<file path="config.mk">
export PLATFORM = sky130hd
export DESIGN_NAME = result_queue_fifo
export DESIGN_NICKNAME = d
export VERILOG_FILES = /design/src/rtl/result_queue_fifo_pkg.sv /design/src/rtl/result_queue_ram.sv /design/src/rtl/result_queue_fifo.sv
export SDC_FILE = /design/constraint.sdc
export NUM_CORES = 2
export LEC_CHECK = 0
export ABC_AREA = 1
export BUFFER_PORTS_ARGS = -buffer_cell sky130_fd_sc_hd__buf_2
export CAP_MARGIN = 25
export CELL_PAD_IN_SITES_DETAIL_PLACEMENT = 1
export CELL_PAD_IN_SITES_GLOBAL_PLACEMENT = 1
export CORE_MARGIN = 10
export CORE_UTILIZATION = 56
export CTS_CLUSTER_DIAMETER = 30
export CTS_CLUSTER_SIZE = 24
export DETAILED_ROUTE_END_ITERATION = 16
export GPL_ROUTABILITY_DRIVEN = 0
export GPL_TIMING_DRIVEN = 0
export PLACE_DENSITY = 0.95
export SYNTH_ARGS = -nofsm -noshare
export SYNTH_HDL_FRONTEND = slang
export SYNTH_SLANG_ARGS = --single-unit
</file>
<file path="constraint.sdc">
create_clock -name clk -period 8.2 [get_ports clk]
set_input_delay 1.23 -clock clk [delete_from_list [all_inputs] [get_ports clk]]
set_output_delay 1.23 -clock clk [all_outputs]
set_load 0.005 [all_outputs]
</file>
<file path="src/rtl/result_queue_fifo_pkg.sv">
// Shared definitions for the detection-result queue.
// Holds the result-word field layout, the default queue depth and the
// write/read transfer structs used by the computation side and by the queue.
package result_queue_fifo_pkg;

  localparam int unsigned RQ_DATA_W        = 32;
  localparam int unsigned RQ_DEFAULT_DEPTH = 64;

  // Result word layout: {scale, y, x}
  localparam int unsigned RQ_X_LSB     = 0;
  localparam int unsigned RQ_X_W       = 12;
  localparam int unsigned RQ_Y_LSB     = 12;
  localparam int unsigned RQ_Y_W       = 12;
  localparam int unsigned RQ_SCALE_LSB = 24;
  localparam int unsigned RQ_SCALE_W   = 8;

  typedef struct packed {
    logic [RQ_SCALE_W-1:0] scale;
    logic [RQ_Y_W-1:0]     y;
    logic [RQ_X_W-1:0]     x;
  } rq_result_t;

  // Writer -> queue
  typedef struct packed {
    logic       valid;
    rq_result_t data;
  } rq_wr_req_t;

  // Queue -> writer
  typedef struct packed {
    logic ready;
    logic afull;
  } rq_wr_rsp_t;

  // Queue -> reader
  typedef struct packed {
    logic       valid;
    rq_result_t data;
  } rq_rd_rsp_t;

  function automatic rq_result_t rq_pack(input logic [RQ_X_W-1:0]     x,
                                         input logic [RQ_Y_W-1:0]     y,
                                         input logic [RQ_SCALE_W-1:0] scale);
    rq_result_t r;
    r.x     = x;
    r.y     = y;
    r.scale = scale;
    return r;
  endfunction

endpackage

</file>
<file path="src/rtl/result_queue_ram.sv">
// Simple dual-port storage for the result queue: one write port and one
// registered read port, inferable as block RAM.
// Ports:
//   clk      - clock
//   wr_en    - write strobe; wr_data stored at wr_addr
//   wr_addr  - write address
//   wr_data  - write data
//   rd_en    - load the read register from rd_addr
//   rd_rst   - synchronous clear of the read register (not of the array)
//   rd_addr  - read address
//   rd_data  - registered read data; holds when rd_en is low
module result_queue_ram #(
  parameter int unsigned DATA_W = 32,
  parameter int unsigned DEPTH  = 64
) (
  input  logic                     clk,
  input  logic                     wr_en,
  input  logic [$clog2(DEPTH)-1:0] wr_addr,
  input  logic [DATA_W-1:0]        wr_data,
  input  logic                     rd_en,
  input  logic                     rd_rst,
  input  logic [$clog2(DEPTH)-1:0] rd_addr,
  output logic [DATA_W-1:0]        rd_data
);

  logic [DATA_W-1:0] mem [DEPTH];

  always_ff @(posedge clk) begin
    if (wr_en) begin
      mem[wr_addr] <= wr_data;
    end
  end

  always_ff @(posedge clk) begin
    if (rd_rst) begin
      rd_data <= '0;
    end else if (rd_en) begin
      rd_data <= mem[rd_addr];
    end
  end

endmodule

</file>
<file path="src/rtl/result_queue_fifo.sv">
// Result queue: buffers detection results from the result-store stage and
// presents them first-word-fall-through to the host/DMA reader.
// The registered read port of the RAM is the one-entry output stage, so a
// word pushed into an empty queue is written on the push edge and appears
// on rd_data after the following edge.
// Ports:
//   clk, reset (sync, active-high), clear (sync flush, storage untouched)
//   wr_valid/wr_data/wr_ready - write handshake; wr_afull near-full warning
//   rd_valid/rd_data/rd_ready - read handshake, head entry
//   count/empty/full          - occupancy, including the output stage
// Optional: define RESULT_QUEUE_STATS_EN to add stat_pushes, stat_stalls
// and stat_hwm (saturating, cleared by reset or clear).
module result_queue_fifo
  import result_queue_fifo_pkg::*;
#(
  parameter int unsigned DATA_W       = RQ_DATA_W,
  parameter int unsigned DEPTH        = RQ_DEFAULT_DEPTH,
  parameter int unsigned AFULL_MARGIN = 4
) (
  input  logic                   clk,
  input  logic                   reset,
  input  logic                   clear,
  input  logic                   wr_valid,
  input  logic [DATA_W-1:0]      wr_data,
  output logic                   wr_ready,
  output logic                   wr_afull,
  output logic                   rd_valid,
  output logic [DATA_W-1:0]      rd_data,
  input  logic                   rd_ready,
  output logic [$clog2(DEPTH):0] count,
  output logic                   empty,
  output logic                   full
`ifdef RESULT_QUEUE_STATS_EN
  ,
  output logic [31:0]            stat_pushes,
  output logic [31:0]            stat_stalls,
  output logic [$clog2(DEPTH):0] stat_hwm
`endif
);

  localparam int unsigned PtrW = $clog2(DEPTH);
  localparam int unsigned CntW = PtrW + 1;
  localparam logic [CntW-1:0] CntFull  = CntW'(DEPTH);
  localparam logic [CntW-1:0] CntAfull = CntW'(DEPTH - AFULL_MARGIN);

  logic [PtrW-1:0] wr_ptr_q, wr_ptr_d;
  logic [PtrW-1:0] rd_ptr_q, rd_ptr_d;
  logic [CntW-1:0] count_q, count_d;
  logic [CntW-1:0] mem_count;
  logic            rd_valid_q, rd_valid_d;
  logic            flush, push, pop, load;

  // clear and reset act alike on everything except the storage array
  assign flush = reset | clear;

  always_comb begin
    full     = (count_q == CntFull);
    empty    = (count_q == '0);
    wr_ready = !full;
    wr_afull = (count_q >= CntAfull);
    rd_valid = rd_valid_q;
    count    = count_q;

    push = wr_valid & wr_ready;
    pop  = rd_valid_q & rd_ready;

    // Entries sitting in the array, excluding the one in the output stage
    mem_count = count_q - CntW'(rd_valid_q);
    // Refill the output stage when it is empty or being popped this cycle
    load = (mem_count != '0) && (!rd_valid_q || rd_ready);

    wr_ptr_d   = wr_ptr_q;
    rd_ptr_d   = rd_ptr_q;
    rd_valid_d = rd_valid_q;
    if (push) begin
      wr_ptr_d = wr_ptr_q + 1'b1;
    end
    if (load) begin
      rd_ptr_d   = rd_ptr_q + 1'b1;
      rd_valid_d = 1'b1;
    end else if (pop) begin
      rd_valid_d = 1'b0;
    end
    count_d = count_q + CntW'(push) - CntW'(pop);
  end

  always_ff @(posedge clk) begin
    if (flush) begin
      wr_ptr_q   <= '0;
      rd_ptr_q   <= '0;
      count_q    <= '0;
      rd_valid_q <= 1'b0;
    end else begin
      wr_ptr_q   <= wr_ptr_d;
      rd_ptr_q   <= rd_ptr_d;
      count_q    <= count_d;
      rd_valid_q <= rd_valid_d;
    end
  end

  result_queue_ram #(
    .DATA_W (DATA_W),
    .DEPTH  (DEPTH)
  ) u_ram (
    .clk     (clk),
    .wr_en   (push & !flush),
    .wr_addr (wr_ptr_q),
    .wr_data (wr_data),
    .rd_en   (load),
    .rd_rst  (flush),
    .rd_addr (rd_ptr_q),
    .rd_data (rd_data)
  );

`ifdef RESULT_QUEUE_STATS_EN
  logic [31:0]     pushes_q, stalls_q;
  logic [CntW-1:0] hwm_q;

  always_ff @(posedge clk) begin
    if (flush) begin
      pushes_q <= '0;
      stalls_q <= '0;
      hwm_q    <= '0;
    end else begin
      if (push && (pushes_q != '1)) begin
        pushes_q <= pushes_q + 32'd1;
      end
      if (wr_valid && !wr_ready && (stalls_q != '1)) begin
        stalls_q <= stalls_q + 32'd1;
      end
      if (count_q > hwm_q) begin
        hwm_q <= count_q;
      end
    end
  end

  assign stat_pushes = pushes_q;
  assign stat_stalls = stalls_q;
  assign stat_hwm    = hwm_q;
`endif

endmodule

</file>
==> results of run 1 <==
==> cell families after synthesis <==
| family | share of synthesized area [%] |
|---|---|
| AOI/OAI and AO/OA | 1.833 |
| xor gates and xnor gates | 0.04148 |
| adders and majority gates | 0.3052 |
| buffers and inverters | 2.768 |
| DFF | 74.05 |
| and+or+nand+nor | 21.00 |
==> per-stage QoR <==
step                hold WS (ns)  std cells
CTS                       0.5163      10132
detailed placement        0.5164       9418
global placement          0.5018       9331
floorplan                 0.5061       7235
==> cell usage after synthesis <==
| library cell | instances |
|---|---|
| fa_1 | 1 |
| dfxtp_1 | 52 |
| clkinv_1 | 1 |
| nor2_1 | 109 |
| nor3_1 | 3 |
| buf_1 | 41 |
| a21oi_1 | 289 |
| a21boi_1 | 1 |
| nor2_2 | 1 |
| buf_4 | 27 |
| nand4_1 | 6 |
| xor2_1 | 4 |
| o21ai_0 | 15 |
| ha_1 | 19 |
| o22ai_1 | 3 |
| clkbuf_1 | 92 |
| inv_4 | 1 |
| buf_6 | 1 |
| inv_1 | 66 |
| nand3_1 | 1252 |
| nand2_1 | 2927 |
| inv_2 | 4 |
| nor4_1 | 1 |
| buf_2 | 270 |
| nand2_2 | 1 |
| edfxtp_1 | 2048 |
==> metal layers <==
layer / global-route usage, % / GRT overflow
met4: 71.03 / 72
met2: 84.31 / 82
met3: 64.69 / 5
met1: 70.24 / 2
met5: 42.39 / 1
==> results.toml, run 1 <==
[placement]
port_buffers = 80
dp_slack_ns = 2.926
placed_area_sq_um = 89640
hpwl_mm = 236.6

[clock_network]
cts_buffers = 397
cts_setup_buffers = 0
root_buffer = "clkbuf_16"
htreeDepth = 5
post_cts_resized = 0
numClockSinks = 2100
cts_buffer_depth = 4
cts_hold_buf = 0

[outcome]
stop_stage = "5_1_grt"
status = "stopped before the end"
error = "[ERROR GRT-0232] Routing congestion too high. Check the congestion heatmap in the GUI."

[global_route]
antenna_found_initial = 138
grt_start_max_net_pins = 65
grt_usage_pct = 72.42
overflow = 162

[die]
rows = 142
die_x_um = 408.3
initial_core_util_pct = 56.38
io_pins = 81
die_h_um = 408.3

[synth]
syn_inst = 7235
ys_ff_latch = 2100
avgSynthCellArea_sq_um = 11.67
synth_seq_area_share_pct = 74.05
synth_fp_nets = 7292
ys_warn_count = 0
syn_area_sq_um = 84450
ys_types = 26
synthTopCellsByArea = "edfxtp_1 73%, nand2_1 13%, nand3_1 7.4%, a21oi_1 1.7%, buf_2 1.6%"
synth.top_cell.area_share_pct = 72.82
yosys.area.top_type = "edfxtp_1"
==> inputs of run 2 (changes only) <==
--- a/config.mk
+++ b/config.mk
@@ -8,16 +8,12 @@
 export ABC_AREA = 1
 export BUFFER_PORTS_ARGS = -buffer_cell sky130_fd_sc_hd__buf_2
 export CAP_MARGIN = 25
-export CELL_PAD_IN_SITES_DETAIL_PLACEMENT = 1
-export CELL_PAD_IN_SITES_GLOBAL_PLACEMENT = 1
 export CORE_MARGIN = 10
-export CORE_UTILIZATION = 56
-export CTS_CLUSTER_DIAMETER = 30
-export CTS_CLUSTER_SIZE = 24
+export CORE_UTILIZATION = 40
 export DETAILED_ROUTE_END_ITERATION = 16
 export GPL_ROUTABILITY_DRIVEN = 0
 export GPL_TIMING_DRIVEN = 0
-export PLACE_DENSITY = 0.95
+export PLACE_DENSITY_LB_ADDON = 0.15
 export SYNTH_ARGS = -nofsm -noshare
 export SYNTH_HDL_FRONTEND = slang
 export SYNTH_SLANG_ARGS = --single-unit
==> results.toml, run 2 <==
[synth]
synth.top_cell.area_share_pct = 72.82
synth_commonest_cells = "2927 x nand2_1, 2048 x edfxtp_1, 1252 x nand3_1, 289 x a21oi_1, 270 x buf_2"
synth.most_common_cell = "nand2_1"
synthFlopType = "edfxtp_1"
synth_edf_count = 2048
ys_warn_count = 0
synth_seq_area_share_pct = 74.05
syn_area_sq_um = 84450
ys_types = 26
ys_ff_latch = 2100
synth_fp_nets = 7292
synthArstFlopShare_pct = 0
avgSynthCellArea_sq_um = 11.67
syn_inst = 7235
synthTopCellsByArea = "edfxtp_1 73%, nand2_1 13%, nand3_1 7.4%, a21oi_1 1.7%, buf_2 1.6%"
yosys.area.top_type = "edfxtp_1"

[pwr]
combPwrFrac_pct = 21.8
power_density_nw_per_um2 = 281.1
max-vdd-ir-drop_mv = 0.2628
pwr-share-seq_pct = 43.3
p_switching_mw = 8.984
pwr-share-clk_pct = 34.9
p_sw_share_pct = 32.59
p_leak_nw = 35.77
p_int_mw = 18.58

[global_route]
overflow = 0
grt_start_max_net_pins = 65
grt_pass1_wl_mm = 428.1
antenna_found_initial = 36
grt_pass1_vias = 54706
grt_usage_pct = 26.34

[die]
die_h_um = 479.5
io_pins = 81
die_x_um = 479.5
rows = 168
die-area_sq_um = 229900
core_area_sq_um = 209800
initial_core_util_pct = 40.26

[route]
num_vias = 59030
routedWlPerCell_um = 29.29
drt_wl_total_mm = 312.1
ant_nets = 0
initialDrtViolationCount = 8056
first_pass_iters = 9
drc = 0
viasPerCell = 5.539

[placement]
port_buffers = 80
hpwl_mm = 221.1
placed_area_sq_um = 91120

[layout]
fin_nets = 7694
layout_commonest_cell = "nand2_1"
largest-register = "u_ram.mem"
largest_register_ffs = 2048
final_cell_mix = "2927 x nand2_1, 2048 x edfxtp_1, 1252 x nand3_1"
area_delta_synth_final_pct = 16.10
design_area_sq_um = 98050
final_layout_size_suffix_gt1_share_pct = 10.74
fill_cells = 19137

[clock_network]
numClockSinks = 2100
cts_hold_buf = 0
clk_transition_reported_paths_ns = 0.06
insertion_delay_ns = 0.89
cts_setup_buffers = 0
post_cts_resized = 0
cts_buffer_depth = 3
cts_tree = "built"
cts_buffers = 217
root_buffer = "clkbuf_16"
htreeDepth = 4

[timing]
fin_tns_setup_ns = 0
rsz0062_at_grt = "no"
timing.final.crit_share_pct = 53.49
fin_crit_ns = 4.386
max_freq_mhz = 228.0
max_slew_margin_pct = 19.21
finalHoldViolCount = 0
setup_viol = 0
tightest_slew_ns = 1.212
slew_violations = 0
finClkSkew_ns = 0.04476

[job]
maxCapViolations = 0

[setup_path]
required_ns = 8.76
cp-end-kind = "register"
critPathKind = "reg2reg"
path_max_fanout = 20
crit_arrival_ns = 4.94
critPathLaunchType = "register"

[hold_path]
hold_path.class = "reg2reg"

[outcome]
status = "finished clean"
[run 2: cell counts after synthesis]
No cell type changed its count.
[run 2: metrics by stage]
step	cells	util [%]	power, mW	hold slack (ns)	setup WS (ns)
floorplan	7235	-	15.03	0.5061	3.806
global placement	10120	42.12	17.89	0.5057	0.3319
detailed placement	10221	43.44	17.96	0.5028	3.091
CTS	10618	46.68	27.43	0.5164	3.888
global route	10630	46.70	28.38	0.5454	3.783
finish	10657	46.74	27.56	0.5169	3.814
[run 2: power groups by stage]
| stage | clock network (mW) | registers (mW) | logic (mW) |
|---|---|---|---|
| global route | 10.1 | 11.9 | 6.34 |
| CTS | 9.68 | 11.9 | 5.83 |
| floorplan | 0 | 12.1 | 2.92 |
| finish | 9.62 | 11.9 | 6.02 |
| global placement | 0 | 12.2 | 5.73 |
| detailed placement | 0 | 12.2 | 5.81 |
[run 2: final cells by class]
class / instances / area (sq um) / share of cell area [%]
Sequential cell: 2100 / 62540 / 63.79
Timing Repair Buffer: 183 / 2708 / 2.762
Antenna cell: 37 / 92.59 / 0.09443
Clock buffer: 285 / 5811 / 5.926
Multi-Input combinational cell: 4632 / 20050 / 20.45
Tap cell: 2805 / 3510 / 3.580
Buffer: 431 / 2066 / 2.107
Inverter: 72 / 272.8 / 0.2782
Clock inverter: 112 / 994.7 / 1.015
[run 2: kinds of logic after synthesis]
kind of cell / synth area share (%)
simple gates: 21.00
flops: 74.05
buf+inv: 2.768
compound gates: 1.833
fa+ha+maj: 0.3052
xor+xnor: 0.04148
[run 2: critical path, cell delays in order, from the launching register on]
cell and delay (ns):
dfxtp_1 0.48, inv_1 0.14, ha_1 0.26, nand4_1 0.15, nand2_1 0.32, nor2_1 0.42
nand4_1 0.87, nor2_4 1.16, buf_16 0.25
[run 2: path summary, 6_finish.rpt]
path	startpoint	endpoint	slack (ns)	cells past startpoint
max reg2reg	count[4]	u_ram.mem[61][28]	3.81	8
min reg2reg	u_ram.rd_data[21]	u_ram.rd_data[21]	0.52	4
min	u_ram.rd_data[21]	u_ram.rd_data[21]	0.52	4
max	count[4]	u_ram.mem[61][28]	3.81	8
[run 2: routing by layer]
metal / global-route usage [%] / vias to the layer above / wire length [um]
met5: 0.9526 / - / 516
met4: 12.62 / 4 / 17280
met3: 7.910 / 682 / 34910
met2: 39.76 / 3215 / 136400
met1: 34.67 / 29063 / 123000
li1: - / 26066 / -
(Power assumes the default switching activity.)
